--- config.mk ---
export PLATFORM = sky130hd
export DESIGN_NAME = if_prefetch_ctrl
export DESIGN_NICKNAME = d
export VERILOG_FILES = /design/src/rtl/if_pkg.sv /design/src/rtl/if_prefetch_fifo.sv /design/src/rtl/if_prefetch_ctrl.sv
export SDC_FILE = /design/constraint.sdc
export NUM_CORES = 1
export LEC_CHECK = 0
export CORE_ASPECT_RATIO = 1.5
export CORE_MARGIN = 2
export CORE_UTILIZATION = 55
export CTS_CLUSTER_SIZE = 24
export DETAILED_ROUTE_END_ITERATION = 10
export GPL_ROUTABILITY_DRIVEN = 0
export PLACE_DENSITY = 0.83
export SLEW_MARGIN = 25
export SYNTH_ARGS = -nofsm -noshare
export SYNTH_HDL_FRONTEND = slang
export SYNTH_HIERARCHICAL = 1
export SYNTH_SLANG_ARGS = --single-unit
--- constraint.sdc ---
create_clock -name clk_i -period 11.9 [get_ports clk_i]
set_input_delay 2.38 -clock clk_i [delete_from_list [all_inputs] [get_ports clk_i]]
set_output_delay 2.38 -clock clk_i [all_outputs]
set_load 0.01 [all_outputs]
--- src/rtl/if_pkg.sv ---
// Shared types for the instruction prefetch controller: FSM states and FIFO entry layout.
package if_pkg;

  localparam int unsigned INSTR_BYTES = 4;

  typedef enum logic [1:0] {
    BOOT,
    RUN,
    DISCARD
  } prefetch_state_e;

  typedef struct packed {
    logic [31:0] rdata;
    logic [31:0] addr;
    logic        err;
  } fetch_entry_t;

endpackage

--- src/rtl/if_prefetch_fifo.sv ---
// Power-of-two depth synchronous FIFO of fetch entries with clear, push, pop and occupancy.
module if_prefetch_fifo
  import if_pkg::*;
#(
  parameter int unsigned DEPTH = 2
) (
  input  logic                     clk_i,
  input  logic                     rst_i,
  input  logic                     clr_i,
  input  logic                     push_i,
  input  fetch_entry_t             data_i,
  input  logic                     pop_i,
  output fetch_entry_t             data_o,
  output logic [$clog2(DEPTH):0]   count_o,
  output logic                     full_o,
  output logic                     empty_o
);

  localparam int unsigned AW = $clog2(DEPTH);

  fetch_entry_t          mem_q [DEPTH];
  logic [AW-1:0]         wr_ptr_q, rd_ptr_q;
  logic [AW:0]           count_q;
  logic                  pop_ok;

  assign pop_ok  = pop_i && (count_q != '0);
  assign full_o  = (count_q == (AW+1)'(DEPTH));
  assign empty_o = (count_q == '0);
  assign count_o = count_q;
  assign data_o  = mem_q[rd_ptr_q];

  always_ff @(posedge clk_i) begin
    if (rst_i || clr_i) begin
      wr_ptr_q <= '0;
      rd_ptr_q <= '0;
      count_q  <= '0;
    end else begin
      if (push_i) wr_ptr_q <= wr_ptr_q + AW'(1);
      if (pop_ok) rd_ptr_q <= rd_ptr_q + AW'(1);
      count_q <= count_q + (AW+1)'(push_i) - (AW+1)'(pop_ok);
    end
  end

  // Storage carries no reset; visibility is governed by count_q alone.
  always_ff @(posedge clk_i) begin
    if (push_i && !clr_i) mem_q[wr_ptr_q] <= data_i;
  end

endmodule

--- src/rtl/if_prefetch_ctrl.sv ---
// Instruction fetch request generator with prefetch buffer and branch flush.
// Optional macro IF_PREFETCH_ERR_EN stores instr_err_i per entry and drives fetch_err_o.
module if_prefetch_ctrl
  import if_pkg::*;
#(
  parameter logic [31:0] BOOT_ADDR       = 32'h0000_0080,
  parameter int unsigned FIFO_DEPTH      = 2,
  parameter int unsigned MAX_OUTSTANDING = 2
) (
  input  logic        clk_i,
  input  logic        rst_i,
  input  logic        branch_i,
  input  logic [31:0] branch_addr_i,
  output logic        instr_req_o,
  output logic [31:0] instr_addr_o,
  input  logic        instr_gnt_i,
  input  logic        instr_rvalid_i,
  input  logic [31:0] instr_rdata_i,
  input  logic        instr_err_i,
  output logic        fetch_valid_o,
  output logic [31:0] fetch_rdata_o,
  output logic [31:0] fetch_addr_o,
  output logic        fetch_err_o,
  input  logic        fetch_ready_i
);

  localparam int unsigned CW = $clog2(FIFO_DEPTH) + 1;

  prefetch_state_e state_q, state_d;
  logic            req_q, req_d;
  logic [31:0]     addr_q, addr_d, raddr_q, raddr_d;
  logic [CW-1:0]   outs_q, outs_d, disc_q, disc_d;
  logic [CW-1:0]   outs_nxt, cnt_nxt, fifo_cnt;
  logic            gnt_acc, rvalid_acc, drop, push, pop, space_ok;
  logic            fifo_full, fifo_empty;
  fetch_entry_t    wr_entry, head;

  assign gnt_acc    = req_q && instr_gnt_i;
  assign rvalid_acc = instr_rvalid_i && (outs_q != '0);
  assign drop       = rvalid_acc && (disc_q != '0);
  assign push       = rvalid_acc && !drop && !branch_i;
  assign pop        = !fifo_empty && fetch_ready_i && !branch_i;
  assign outs_nxt   = outs_q + CW'(gnt_acc) - CW'(rvalid_acc);
  assign cnt_nxt    = fifo_cnt + CW'(push) - CW'(pop);
  // A new request reserves a buffer slot, so words in flight plus buffered never exceed the depth.
  assign space_ok   = (({1'b0, outs_nxt} + {1'b0, cnt_nxt}) < (CW+1)'(FIFO_DEPTH)) &&
                      (outs_nxt < CW'(MAX_OUTSTANDING));

  always_comb begin
    state_d = state_q;
    req_d   = req_q;
    addr_d  = addr_q;
    raddr_d = raddr_q;
    outs_d  = outs_nxt;
    disc_d  = disc_q;
    if (gnt_acc) addr_d  = addr_q + 32'(INSTR_BYTES);
    if (drop)    disc_d  = disc_q - CW'(1);
    if (push)    raddr_d = raddr_q + 32'(INSTR_BYTES);
    if (branch_i) begin
      addr_d  = {branch_addr_i[31:2], 2'b00};
      raddr_d = {branch_addr_i[31:2], 2'b00};
      disc_d  = outs_nxt;
      req_d   = 1'b0;
      state_d = (outs_nxt != '0) ? DISCARD : RUN;
    end else begin
      unique case (state_q)
        BOOT: begin
          state_d = RUN;
          req_d   = space_ok;
        end
        RUN, DISCARD: begin
          req_d = (req_q && !gnt_acc) ? 1'b1 : space_ok;
          if (state_q == DISCARD && disc_d == '0) state_d = RUN;
        end
        default: state_d = BOOT;
      endcase
    end
  end

  always_ff @(posedge clk_i) begin
    if (rst_i) begin
      state_q <= BOOT;
      req_q   <= 1'b0;
      addr_q  <= {BOOT_ADDR[31:2], 2'b00};
      raddr_q <= {BOOT_ADDR[31:2], 2'b00};
      outs_q  <= '0;
      disc_q  <= '0;
    end else begin
      state_q <= state_d;
      req_q   <= req_d;
      addr_q  <= addr_d;
      raddr_q <= raddr_d;
      outs_q  <= outs_d;
      disc_q  <= disc_d;
    end
  end

  always_comb begin
    wr_entry.rdata = instr_rdata_i;
    wr_entry.addr  = raddr_q;
`ifdef IF_PREFETCH_ERR_EN
    wr_entry.err   = instr_err_i;
`else
    wr_entry.err   = 1'b0;
`endif
  end

  if_prefetch_fifo #(.DEPTH(FIFO_DEPTH)) u_fifo (
    .clk_i   (clk_i),
    .rst_i   (rst_i),
    .clr_i   (branch_i),
    .push_i  (push),
    .data_i  (wr_entry),
    .pop_i   (pop),
    .data_o  (head),
    .count_o (fifo_cnt),
    .full_o  (fifo_full),
    .empty_o (fifo_empty)
  );

  assign instr_req_o   = req_q;
  assign instr_addr_o  = addr_q;
  assign fetch_valid_o = !fifo_empty;
  assign fetch_rdata_o = fifo_empty ? 32'h0 : head.rdata;
  assign fetch_addr_o  = fifo_empty ? 32'h0 : head.addr;
`ifdef IF_PREFETCH_ERR_EN
  assign fetch_err_o   = !fifo_empty && head.err;
`else
  logic unused_err;
  assign unused_err    = instr_err_i ^ head.err;
  assign fetch_err_o   = 1'b0;
`endif

  overflow_chk: assert property (@(posedge clk_i) disable iff (rst_i)
    !(push && fifo_full && !pop));

endmodule

==> results.json <==
{
  "ir_drop_uv": 94.1,
  "r2r_end": "instr_req_o",
  "rsz0062_at_grt": "no",
  "finalClockSkew_ns": 0.0137,
  "postPlaceCellArea_mm2": 0.0112,
  "min_period_ns": 5.38,
  "slew_violations": 0,
  "grt.total_usage_pct": 21.5,
  "antennaDiodeCount": 0,
  "max_freq_mhz": 186,
  "finalSetupViolCount": 0,
  "powerDensity_mw_per_mm2": 134,
  "cts_tree": "built",
  "die_x_um": 111,
  "run_status": "finished clean",
  "crit_path_end_kind": "flop",
  "ant_nets": 0,
  "fp.dieH_um": 164,
  "drive_gt1_share_pct": 13.6,
  "syn_avg_cell_area_um2": 12.4,
  "ys_warn_count": 6,
  "core_mm2": 0.0168,
  "first_global_vias": 6304,
  "htreeDepth": 4,
  "row_count": 58,
  "avgRoutedWirePerCell_um": 17.2,
  "die_area_mm2": 0.0182,
  "syn_to_final_growth_pct": 24.9,
  "cp.arrival_ns": 5.72,
  "post-route-period-util_pct": 45.2,
  "grt_pass1_wl_mm": 31.3,
  "grt_max_degree": 81,
  "first_pass_iters": 6,
  "cts_buffers": 17,
  "viasPerCell": 5.77,
  "maxSlewHeadroom_pct": 41.1,
  "holdCritStartpoint": "state_q[1]",
  "globalRouteOverflowTotal": 0,
  "fin_nets": 998,
  "ctsHoldBuffers": 0,
  "hold_class": "reg2reg",
  "clock-sinks": 200,
  "cp_max_fo": 80,
  "dp_hpwl_mm": 13.4,
  "tns_ns": 0,
  "synth_area_mm2": 0.00944,
  "crit_end": "instr_req_o",
  "postRouteWirelength_mm": 19.5,
  "reg2reg_slack_ns": 8.37,
  "antenna_found_initial": 0,
  "hold_violations": 0,
  "port_buffers": 163,
  "clockBufferDepth": 2,
  "synthesis.instances": 763,
  "cts-root-buf": "clkbuf_16",
  "cp-startpoint": "branch_i",
  "start_util_pct": 56.3,
  "worst_slew_pin_slew_ns": 0.882,
  "criticalPathCategory": "in2reg",
  "r2r_cells": 13,
  "vias": 6564,
  "maxCapViolCount": 0,
  "cp-start-kind": "input port",
  "num_io_pins": 170,
  "worstSkewPairLatency_ns": 0.43,
  "post_cts_resized": 0,
  "p_leak_nw": 3.97,
  "drc_errors": 0,
  "worstPathRequired_ns": 12.25,
  "postCtsSetupBuffers": 0,
  "final_common_cell": "clkdlybuf4s50_1",
  "clkTransAtPathRegs_ns": 0.07,
  "r2r-start": "disc_q[0]",
  "fin_area_mm2": 0.0118,
  "layout_common_cells": "clkdlybuf4s50_1 (162), edfxtp_1 (128), dfxtp_1 (71)",
  "drt_iter0_drc": 455
}
[worst min-delay path by stage]
stage                          end  cells after the start
2_1_floorplan  u_fifo/mem_q[0][32]                      0
3_3_place_gp   u_fifo/mem_q[1][22]                      0
3_5_place_dp   u_fifo/mem_q[1][22]                      0
4_1_cts                 state_q[1]                      2
5_1_grt        u_fifo/mem_q[0][22]                      0
6_report                state_q[1]                      2
[metrics by stage]
step	power (mW)	std cells	setup WS [ns]	hold WS [ns]	util, %
6_report	1.57	1138	6.52	0.516	70.3
2_1_floorplan	0.949	769	3.59	0.448	-
3_3_place_gp	1.03	1104	6.16	0.472	66.7
5_1_grt	1.64	1138	6.27	0.535	70.3
4_1_cts	1.58	1138	6.50	0.518	70.3
3_5_place_dp	1.04	1106	6.10	0.489	67.0
[flip-flops by register name, indices dropped and copies added, names as in the netlist, named ones only]
| name | cells |
|---|---|
| disc_q | 2 |
| instr_req_o | 1 |
| u_fifo/rd_ptr_q | 1 |
| u_fifo/mem_q | 128 |
| outs_q | 2 |
| raddr_q | 30 |
| state_q | 2 |
| u_fifo/count_o | 2 |
| instr_addr_o | 30 |
| u_fifo/wr_ptr_q | 1 |
[power breakdown]
group | total [mW] | switching, mW | internal [mW]
Clock | 0.553 | 0.258 | 0.294
Combinational | 0.211 | 0.101 | 0.110
Sequential | 0.811 | 0.0357 | 0.775
Total | 1.57 | 0.395 | 1.18
[routing by layer]
layer,up-vias,global-route usage (%),part of all wire (%)
li1,3177,-,-
met1,3144,25.3,40
met2,211,39.6,53
met3,32,3.41,4.4
met4,0,7.84,1.8
met5,-,0,0
[critical path: stages]
cell and delay [ns]:
buf_2 0.09, buf_4 0.29, inv_2 0.09, buf_4 0.60, and3_1 0.33, ha_1 0.24, inv_1 0.05, ha_1 0.17
xnor2_1 0.09, xnor2_1 0.26, fa_1 0.44, or4_1 0.50, a21boi_0 0.17
[final cells by class]
| cell class | instances | area [um2] |
|---|---|---|
| clock buffers | 18 | 429 |
| clock inverters | 14 | 136 |
| fillers | 1203 | 4970 |
| inverters | 22 | 82.6 |
| multi-input cells | 504 | 3890 |
| flip-flops and latches | 200 | 5290 |
| well taps | 210 | 263 |
| repair buffers | 170 | 1700 |
No activity file was read; power rests on OpenSTA's default activity.
==> variant: new RTL, same flow settings <==
Build with the macro `IF_PREFETCH_ERR_EN` defined.
--- a/src/rtl/if_prefetch_ctrl.sv
+++ b/src/rtl/if_prefetch_ctrl.sv
@@ -1,4 +1,6 @@
 // Instruction fetch request generator with prefetch buffer and branch flush.
 // Optional macro IF_PREFETCH_ERR_EN stores instr_err_i per entry and drives fetch_err_o.
+`define IF_PREFETCH_ERR_EN
+
 module if_prefetch_ctrl
   import if_pkg::*;
Function: changed (Yosys sat finds a counterexample within 4 cycles, from zero or initial values and one cycle with rst_i high).
==> variant against the original RTL <==
  * Via count up 3.4%
  * Sequential power increased by 1%
  * Setup slack improved by 0.14 ns
  * First-iteration DRC count rose by 6.8%
  * Critical path type unchanged
  * Routed wire length grew 6.4%
  * Synthesized cell count increased by 3.5%
  * Largest power group unchanged
  * Sequential cell count is 2 higher
  * Final cell count up 2.5%
  * Final area grew 2.6%
  * Power grew 3.5%
  * Synthesized area grew 2.8%
  * Worst hold slack worse by 0.0093 ns
  * Clock power is 6.3% higher
  * Die area increased by 2.7%
==> variant: results (changes against the original RTL) <==
Status: finished clean (unchanged)
DRT Pass-1 Iters: 5 (was 6)
Post-CTS setup repair buffer count: 0 (unchanged)
Flop-to-flop setup slack: 8.33 ns (was 8.37 ns)
Worst reg2reg path startpoint: disc_q[0] (unchanged)
H-tree depth: 1 (was 4)
Fill cells: 1253 (was 1203)
Synthesis Warnings: 6 (unchanged)
Max clock buf depth: 3 (was 2)
Via count of the routed design: 6789 (was 6564)
Tot GR Track Use: 21.7% (was 21.5%)
Syn Inst Count: 790 (was 763)
Clock root cell: clkbuf_16 (unchanged)
Max FFs per register: 130 (was 128)
Final cell count without fillers: 1167 (was 1138)
Cell with the largest stage delay on the worst path: clkdlybuf4s50_1 (was buf_4)
Layout cell share with drive strength beyond 1: 12.8% (was 13.6%)
Static Leakage: 4.09 nW (was 3.97 nW)
Largest net degree at the start of global routing: 79 (was 81)
End point of the critical path: instr_req_o (unchanged)
Setup Skew: 0.0302 ns (was 0.0137 ns)
CP peak stage delay: 0.55 ns (was 0.60 ns)
Crit path from: instr_rvalid_i (was branch_i)
Avg WL per Cell: 17.8 um (was 17.2 um)
Layout Nets: 1024 (was 998)
First-pass GRT wire length: 33400 um (was 31300 um)
Cell Area, Placed: 0.0115 sq mm (was 0.0112 sq mm)
Least-Margin Pin Slew: 0.894 ns (was 0.882 ns)
I/O Buffers: 165 (was 163)
CTS resizes: 0 (unchanged)
Hold WC Path Type: register to register (unchanged)
DR iter-0 viols: 486 (was 455)
Total CTS buffers: 19 (was 17)
Peak supply drop: 129 uV (was 94.1 uV)
Hpwl dp: 14400 um (was 13400 um)
CP top delay family: adder cells (was buffers and inverters)
Clk Latency, worst-skew pair: 0.49 ns (was 0.43 ns)
Dpl cells: 1133 (was 1106)
Initial antenna violation count: 0 (unchanged)
Worst-path fanout max: 8 (was 80)
Clock-pin slew on the worst setup and hold paths: 0.06 ns
==> variant: worst min path at each step <==
stage                     start             endpoint  slack (ns)  depth (start not counted)
finish                disc_q[1]            disc_q[1]        0.51                          2
global route         raddr_q[7]   u_fifo/mem_q[1][8]        0.53                          0
CTS                   disc_q[1]            disc_q[1]        0.51                          2
detailed placement    disc_q[1]            disc_q[1]        0.50                          2
global placement    raddr_q[20]  u_fifo/mem_q[0][21]        0.47                          0
floorplan           raddr_q[20]  u_fifo/mem_q[0][21]        0.45                          0
==> variant: metrics by stage <==
| stage | setup WS, ns | utilization, % |
|---|---|---|
| 6_report | 6.66 | 69.7 |
| 5_1_grt | 6.32 | 69.7 |
| 4_1_cts | 6.65 | 69.7 |
| 3_5_place_dp | 6.23 | 66.2 |
| 3_3_place_gp | 6.22 | 66.0 |
| 2_1_floorplan | 3.33 | - |
==> variant: area by class of cell <==
type / count / area, sq um / area share [%]
clock buffers: 24 / 546 / 4.51
clock inverters: 10 / 72.6 / 0.600
inverters: 19 / 71.3 / 0.590
multi-input cells: 527 / 4070 / 33.7
flip-flops and latches: 202 / 5350 / 44.2
well taps: 213 / 267 / 2.20
repair buffers: 172 / 1720 / 14.2
==> variant: worst min-delay path, stage by stage, from the launching register on <==
cell and delay, ns:
dfxtp_1 0.31, o21ai_0 0.07, a311oi_1 0.08
==> variant: layer usage <==
layer / vias to the layer above / part of all wire, % / GRT usage [%] / wire [um]
met5: - / 0 / 0 / 0
met4: 0 / 2.7 / 8.43 / 570
met3: 39 / 5.1 / 2.91 / 1060
met2: 225 / 52 / 38.9 / 10900
met1: 3224 / 40 / 26.4 / 8260
li1: 3301 / - / - / -
==> variant: power breakdown <==
part	switching [mW]	total, mW	internal, mW
Clock	0.258	0.588	0.330
Sequential	0.0391	0.823	0.784
Combinational	0.106	0.218	0.112
